## src/rtl/btb_predictor.sv

```systemverilog
// Direct-mapped branch target buffer with saturating-counter direction prediction.
// Lookup is combinational off registered state; resolution drives recovery and table training.
module btb_predictor #(
    parameter int PC_W    = 16,
    parameter int ENTRIES = 8,
    parameter int CNT_W   = 2,
    parameter int STAT_W  = 16
) (
    input  logic              clk,
    input  logic              rst,
    input  logic [PC_W-1:0]   cur_pc,
    output logic              pred_taken,
    output logic [PC_W-1:0]   pred_pc,
    input  logic              upd_valid,
    input  logic [PC_W-1:0]   upd_pc,
    input  logic              upd_taken,
    input  logic [PC_W-1:0]   upd_target,
    input  logic              upd_pred_taken,
    input  logic [PC_W-1:0]   upd_pred_pc,
    input  logic              flush_all,
    output logic              mispredict,
    output logic [PC_W-1:0]   recover_pc,
    output logic [STAT_W-1:0] mispredict_cnt
);
    localparam int IDX_W = $clog2(ENTRIES);
    localparam int TAG_W = PC_W - IDX_W;
    localparam logic [CNT_W-1:0] CNT_MAX  = '1;
    localparam logic [CNT_W-1:0] CNT_WEAK = CNT_W'(1 << (CNT_W - 1));

    logic [ENTRIES-1:0] valid_q;
    logic [TAG_W-1:0]   tag_q [ENTRIES];
    logic [PC_W-1:0]    tgt_q [ENTRIES];
    logic [CNT_W-1:0]   cnt_q [ENTRIES];
    logic [STAT_W-1:0]  mis_cnt_q, mis_cnt_d;

    logic [IDX_W-1:0] lk_idx, upd_idx;
    logic [TAG_W-1:0] lk_tag, upd_tag;
    logic             lk_hit, upd_hit;
    logic [PC_W-1:0]  correct_pc;
    logic             wr_en;
    logic [CNT_W-1:0] cnt_d;
    logic [PC_W-1:0]  tgt_d;

    // Fetch-side lookup
    always_comb begin
        lk_idx     = cur_pc[IDX_W-1:0];
        lk_tag     = cur_pc[PC_W-1:IDX_W];
        lk_hit     = valid_q[lk_idx] && (tag_q[lk_idx] == lk_tag);
        pred_taken = lk_hit && cnt_q[lk_idx][CNT_W-1];
        pred_pc    = pred_taken ? tgt_q[lk_idx] : cur_pc + PC_W'(1);
    end

    // Resolution: recovery, mispredict detect and the single-entry write
    always_comb begin
        upd_idx    = upd_pc[IDX_W-1:0];
        upd_tag    = upd_pc[PC_W-1:IDX_W];
        upd_hit    = valid_q[upd_idx] && (tag_q[upd_idx] == upd_tag);
        correct_pc = upd_taken ? upd_target : upd_pc + PC_W'(1);
        recover_pc = correct_pc;
        mispredict = upd_valid && (upd_pred_pc != correct_pc);
        mis_cnt_d  = (mispredict && (mis_cnt_q != '1)) ? mis_cnt_q + STAT_W'(1) : mis_cnt_q;

        wr_en = 1'b0;
        cnt_d = cnt_q[upd_idx];
        tgt_d = tgt_q[upd_idx];
        if (upd_valid && !flush_all) begin
            if (upd_hit) begin
                wr_en = 1'b1;
                if (upd_taken) begin
                    tgt_d = upd_target;
                    if (cnt_q[upd_idx] != CNT_MAX) cnt_d = cnt_q[upd_idx] + CNT_W'(1);
                end else if (cnt_q[upd_idx] != '0) begin
                    cnt_d = cnt_q[upd_idx] - CNT_W'(1);
                end
            end else if (upd_taken) begin
                // Allocate weakly taken; not-taken misses never allocate
                wr_en = 1'b1;
                tgt_d = upd_target;
                cnt_d = CNT_WEAK;
            end
        end
    end

    always_ff @(posedge clk or negedge rst) begin
        if (!rst) begin
            valid_q   <= '0;
            mis_cnt_q <= '0;
            for (int i = 0; i < ENTRIES; i++) begin
                tag_q[i] <= '0;
                tgt_q[i] <= '0;
                cnt_q[i] <= '0;
            end
        end else begin
            mis_cnt_q <= mis_cnt_d;
            if (flush_all) begin
                valid_q <= '0;
            end else if (wr_en) begin
                valid_q[upd_idx] <= 1'b1;
                tag_q[upd_idx]   <= upd_tag;
                tgt_q[upd_idx]   <= tgt_d;
                cnt_q[upd_idx]   <= cnt_d;
            end
        end
    end

    assign mispredict_cnt = mis_cnt_q;

    // Carried for pipeline symmetry; the next-PC compare already covers direction
    logic unused_ok;
    assign unused_ok = upd_pred_taken;

endmodule

```

## config.mk

```make
export PLATFORM = sky130hd
export DESIGN_NAME = btb_predictor
export DESIGN_NICKNAME = d
export VERILOG_FILES = /design/src/rtl/btb_predictor.sv
export SDC_FILE = /design/constraint.sdc
export NUM_CORES = 1
export LEC_CHECK = 0
export BUFFER_PORTS_ARGS = -buffer_cell sky130_fd_sc_hd__buf_4
export CAP_MARGIN = 10
export CORE_MARGIN = 4
export CORE_UTILIZATION = 55
export DETAILED_ROUTE_END_ITERATION = 6
export MAX_ROUTING_LAYER = met4
export PLACE_DENSITY_LB_ADDON = 0.12
export SLEW_MARGIN = 20
export SYNTH_ARGS = -nofsm -noshare
export SYNTH_HDL_FRONTEND = slang
export SYNTH_SLANG_ARGS = --single-unit
```

## constraint.sdc

```tcl
create_clock -name clk -period 4.5 [get_ports clk]
set_input_delay 0.45 -clock clk [delete_from_list [all_inputs] [get_ports clk]]
set_output_delay 0.45 -clock clk [all_outputs]
set_load 0.005 [all_outputs]
```

==> metrics.md <==
| Metric | Value |
|---|---|
| Max VDD drop | about 0.35 mV |
| Worst Setup Path Type | input pin to output port |
| Most frequent cells in the layout | dfrtp_1 (272), mux2_2 (240), buf_4 (171), mux4_2 (69), mux2i_1 (68) |
| Post-route cell area | ~19000 µm² |
| Switching share of power | 28.51% |
| Worst-path clk slew | approximately 0.06 ns |
| Fillers | about 2.2k |
| Clock share of power | 35.3% |
| Detailed Routing Iterations Pass 1 | 5 |
| Chip Height | between 150 and 200 µm |
| Cells after DPL | about 1.8k |
| H-tree depth | 1 |
| Setup violators final | 0 |
| Non-filler cells, final | ~1.9k |
| Yosys reg bits | about 270 |
| CTS resizes | 0 |
| DR iter-0 viols | ~1.1k |
| CP Launch Type | input pin |
| Final Wtd Congestion | 0.9291 |
| Vias | 12.37k |
| Site Rows | 62 |
| Port Buf Inserts | 118 |
| Grt total ovfl | 0 |
| Vias in the first global route | roughly 12k |
| Number of synthesized flops with an enable pin | 0 |
| Synth warn | 0 |
| Area after DPL | approximately 18000 µm² |
| CP arrival | 3.70 ns |
| Hold path cells | 2 |
| Pwr per Cell Area | between 300 and 400 nW/µm² |
| Setup crit end kind | output port |
| Pint | approximately 5.3 mW |
| Clock latency on the worst-skew pair | between 0.5 and 0.6 ns |
| Fin. max-slew vios | 0 |
| Die ar. | about 32000 µm² |
| Setup TNS | 0 ns |
| CORE AREA | just under 30000 µm² |
| Net Count, Synth | ~1.4k |
| Ys flop type | dfrtp_1 |
| Die Wd | 180.0 µm |
| Area of the multi-input gates | 8825 µm² |
| Layout Skew | approximately 0.014 ns |
| Netlist cell types | 68 |
| Worst R2R Path Depth | 10 |
| Post-synthesis async set-or-reset flop share | 100.0% |
| Layout cells sized above 1 | a little under 40% |
| Met2 Use GR | a little under half |
| Max_slew headroom | between 30 and 40% |
| Initial antenna violation count | 0 |
| Met3 global-route usage | 5.639% |
| Switching power | 2.102 mW |
| Routed WL per cell | 26.50 µm |
| Crit-path cells | buf_4 -> buf_4 -> mux4_2 -> mux2i_1 -> xnor2_1 -> nor4_1 -> nand2_1 -> nor4b_2 -> buf_4 -> mux2i_1 -> mux2i_1 -> buf_4 |
| Dpl hpwl | approximately 34000 µm |
| Crit path max-delay family | multiplexers |
| Cells after Synth | 1352 |
| HP Start | flush_all |
| RR Endpoint | tgt_q[118]$_DFFE_PN0P_ |
| Critical Path Slowest Stage Cell | mux4_2 |
| Post CTS Setup Buffer Count | 0 |
| Top Ports | 120 |
| Req. time, crit path | about 4.1 ns |
| Most used routing layer in global routing | met2 |
| Area occupied by registers | slightly below 7000 µm² |
| Hold WC Path Type | input pin to flip-flop |
| Max clock buf depth | 3 |
| Drt via density | 6.631 |
| GRT Overall Usage | a little under a third |
| Crit path buffers/inverters | 4 |
| Worst R2R Setup Slack | 1.08 ns |
| Tmin final | 4.145 ns |
| Syn avg cell area | about 12 µm² |
| Static leakage | 8.489 nW |
| Num CTS Buffers | 31 |
| RR Startpoint | tag_q[54]$_DFFE_PN0P_ |
| Status | finished clean |
| CTS Root Cell | clkbuf_16 |
| Post-DRT Antenna Nets | 0 |
| Max-cap viol count | 0 |
| Area Overhead vs Synth | 15.79% |
| Worst-path fanout max | 27 |
| GR met1 Demand/Resource | 43.03% |
| Sequential Power Share | a little over two fifths |
| First-pass GRT wire length | ~76000 µm |
| Worst Hold Endpoint | valid_q[7]$_DFFE_PN0P_ |
| Mapped Area | roughly 16000 µm² |
| Comb pwr share | about 22% |
| DRC viols | 0 |
| Seq/Total Area, Yosys | a little over two fifths |
| Routed wire length | a little under 50000 µm |
| Most common cell after layout, fill and taps aside | dfrtp_1 |
| Max Freq | around 240 MHz |
| Slew @ Worst Pin | 0.9919 ns |
| Critical path's most frequent cell | buf_4 |
| CTS Sinks | roughly 270 |
| Fin. Hold Viols | 0 |
| RSZ-0062 raised after global routing | false |
| Period Utilization, post-route | between 90% and 100% |
| Slowest stage delay, CP | ~0.5 ns |
| Hold-fix buffers at CTS | 1 |
| Largest net degree at the start of global routing | between 100 and 150 |
| CTS tree | done |
| Fin nets | approximately 1.5k |
| Starting density of the core | a little under three fifths |
| ANT cells | 0 |
area by class of cell:
| type | instances | share of cell area [%] |
|---|---|---|
| sequential | 272 | 36.14 |
| tap | 384 | 2.551 |
| clock buffer | 40 | 4.724 |
| inverter | 25 | 0.4983 |
| multi-input combinational | 943 | 46.86 |
| clock inverter | 16 | 0.8903 |
| timing repair buffer | 186 | 8.332 |
layer usage:
layer	part of all wire [%]	routed length (µm)	vias to the layer above
met4	2.7	1325	0
li1	-	-	5313
met5	0	0	-
met1	42	20850	6343
met2	46	22870	626
met3	8.9	4412	92
worst max path at each step:
| stage | start | endpoint | slack [ns] | depth (start not counted) |
|---|---|---|---|---|
| floorplan | cur_pc[0] | pred_pc[2] | 0.96 | 11 |
| global placement | upd_pc[0] | tag_q[102]$_DFFE_PN0P_ | 0.45 | 12 |
| detailed placement | upd_pc[0] | tgt_q[117]$_DFFE_PN0P_ | 0.40 | 12 |
| CTS | cur_pc[0] | pred_pc[2] | 0.42 | 10 |
| global route | cur_pc[0] | pred_pc[2] | 0.18 | 12 |
| finish | cur_pc[0] | pred_pc[2] | 0.35 | 12 |
synthesized netlist by cell type (3+ instances only):
cell / instances / share of area [%]
o21ai_4: 5 / 0.50
nand4_1: 17 / 0.65
and2_1: 8 / 0.31
o21ai_0: 21 / 0.65
nor3_1: 8 / 0.25
mux2_4: 7 / 0.65
nor3b_1: 5 / 0.23
o21ai_1: 7 / 0.22
a221o_1: 5 / 0.31
a31oi_1: 6 / 0.23
buf_6: 18 / 1.2
o2bb2ai_1: 8 / 0.43
a22o_1: 6 / 0.32
mux2i_1: 68 / 4.2
nand3_1: 28 / 0.86
mux4_2: 69 / 9.6
or2_2: 4 / 0.15
o22ai_1: 5 / 0.19
nor2_1: 66 / 1.5
clkbuf_1: 55 / 1.3
xor2_1: 22 / 1.2
a2111oi_0: 3 / 0.16
nand2b_1: 4 / 0.15
and3_1: 17 / 0.65
mux2_1: 14 / 0.97
nor2b_1: 9 / 0.35
o211ai_1: 4 / 0.18
xnor2_1: 57 / 3.1
a21oi_1: 63 / 1.9
a21bo_2: 3 / 0.18
buf_1: 12 / 0.28
dfrtp_1: 272 / 42
a22oi_1: 29 / 1.3
or3_1: 3 / 0.12
ha_1: 3 / 0.23
a221oi_1: 26 / 1.4
nand2_1: 49 / 1.1
nor4_1: 12 / 0.46
buf_2: 27 / 0.83
mux2_2: 240 / 17
and4_1: 5 / 0.27
inv_1: 25 / 0.58
through the flow:
step           hold WS, ns  utilization (%)  setup WS [ns]  total power, mW
4_1_cts             0.1310            65.08         0.4199            7.391
5_1_grt             0.1387            65.08         0.1787            7.701
3_3_place_gp        0.4740            61.39         0.4463            4.725
6_report            0.1525            65.08         0.3549            7.373
2_1_floorplan       0.1544                -         0.9571            4.192
3_5_place_dp        0.4759            61.39         0.4023            4.788
logic make-up (layout without fill, tap and decap cells):
| group | after synthesis | after routing | synth area share [%] |
|---|---|---|---|
| AOI/OAI and AO/OA | 210 | 210 | 9.086 |
| muxes | 400 | 400 | 32.30 |
| adders and majority gates | 4 | 4 | 0.2924 |
| buffers and inverters | 137 | 267 | 4.201 |
| xor gates and xnor gates | 79 | 79 | 4.254 |
| DFF | 272 | 272 | 41.85 |
| and+or+nand+nor | 250 | 250 | 8.017 |
worst reg2reg max path, stage by stage (launching register included):
cell and delay [ns]:
dfrtp_1 0.40, mux4_1 0.56, xnor2_1 0.25, nand2_1 0.12, a2111oi_2 0.37, nand4_1 0.21
nor4_4 0.37, buf_12 0.22, o21ai_4 0.20, buf_4 0.31, mux2_2 0.30
power by group through the flow:
| stage | Sequential (mW) | Clock [mW] | Combinational [mW] |
|---|---|---|---|
| final | 3.17 | 2.61 | 1.60 |
| after global routing | 3.21 | 2.75 | 1.74 |
| after CTS | 3.15 | 2.64 | 1.60 |
| after detailed placement | 3.20 | 0 | 1.59 |
| after global placement | 3.17 | 0 | 1.56 |
| after floorplan | 3.09 | 0 | 1.10 |
state kept, by name, summed over array words and instances (netlist names):
| register | flops |
|---|---|
| cnt_q | 16 |
| mispredict_cnt | 16 |
| tag_q | 104 |
| tgt_q | 128 |
| valid_q | 8 |
(Power assumes the default switching activity.)
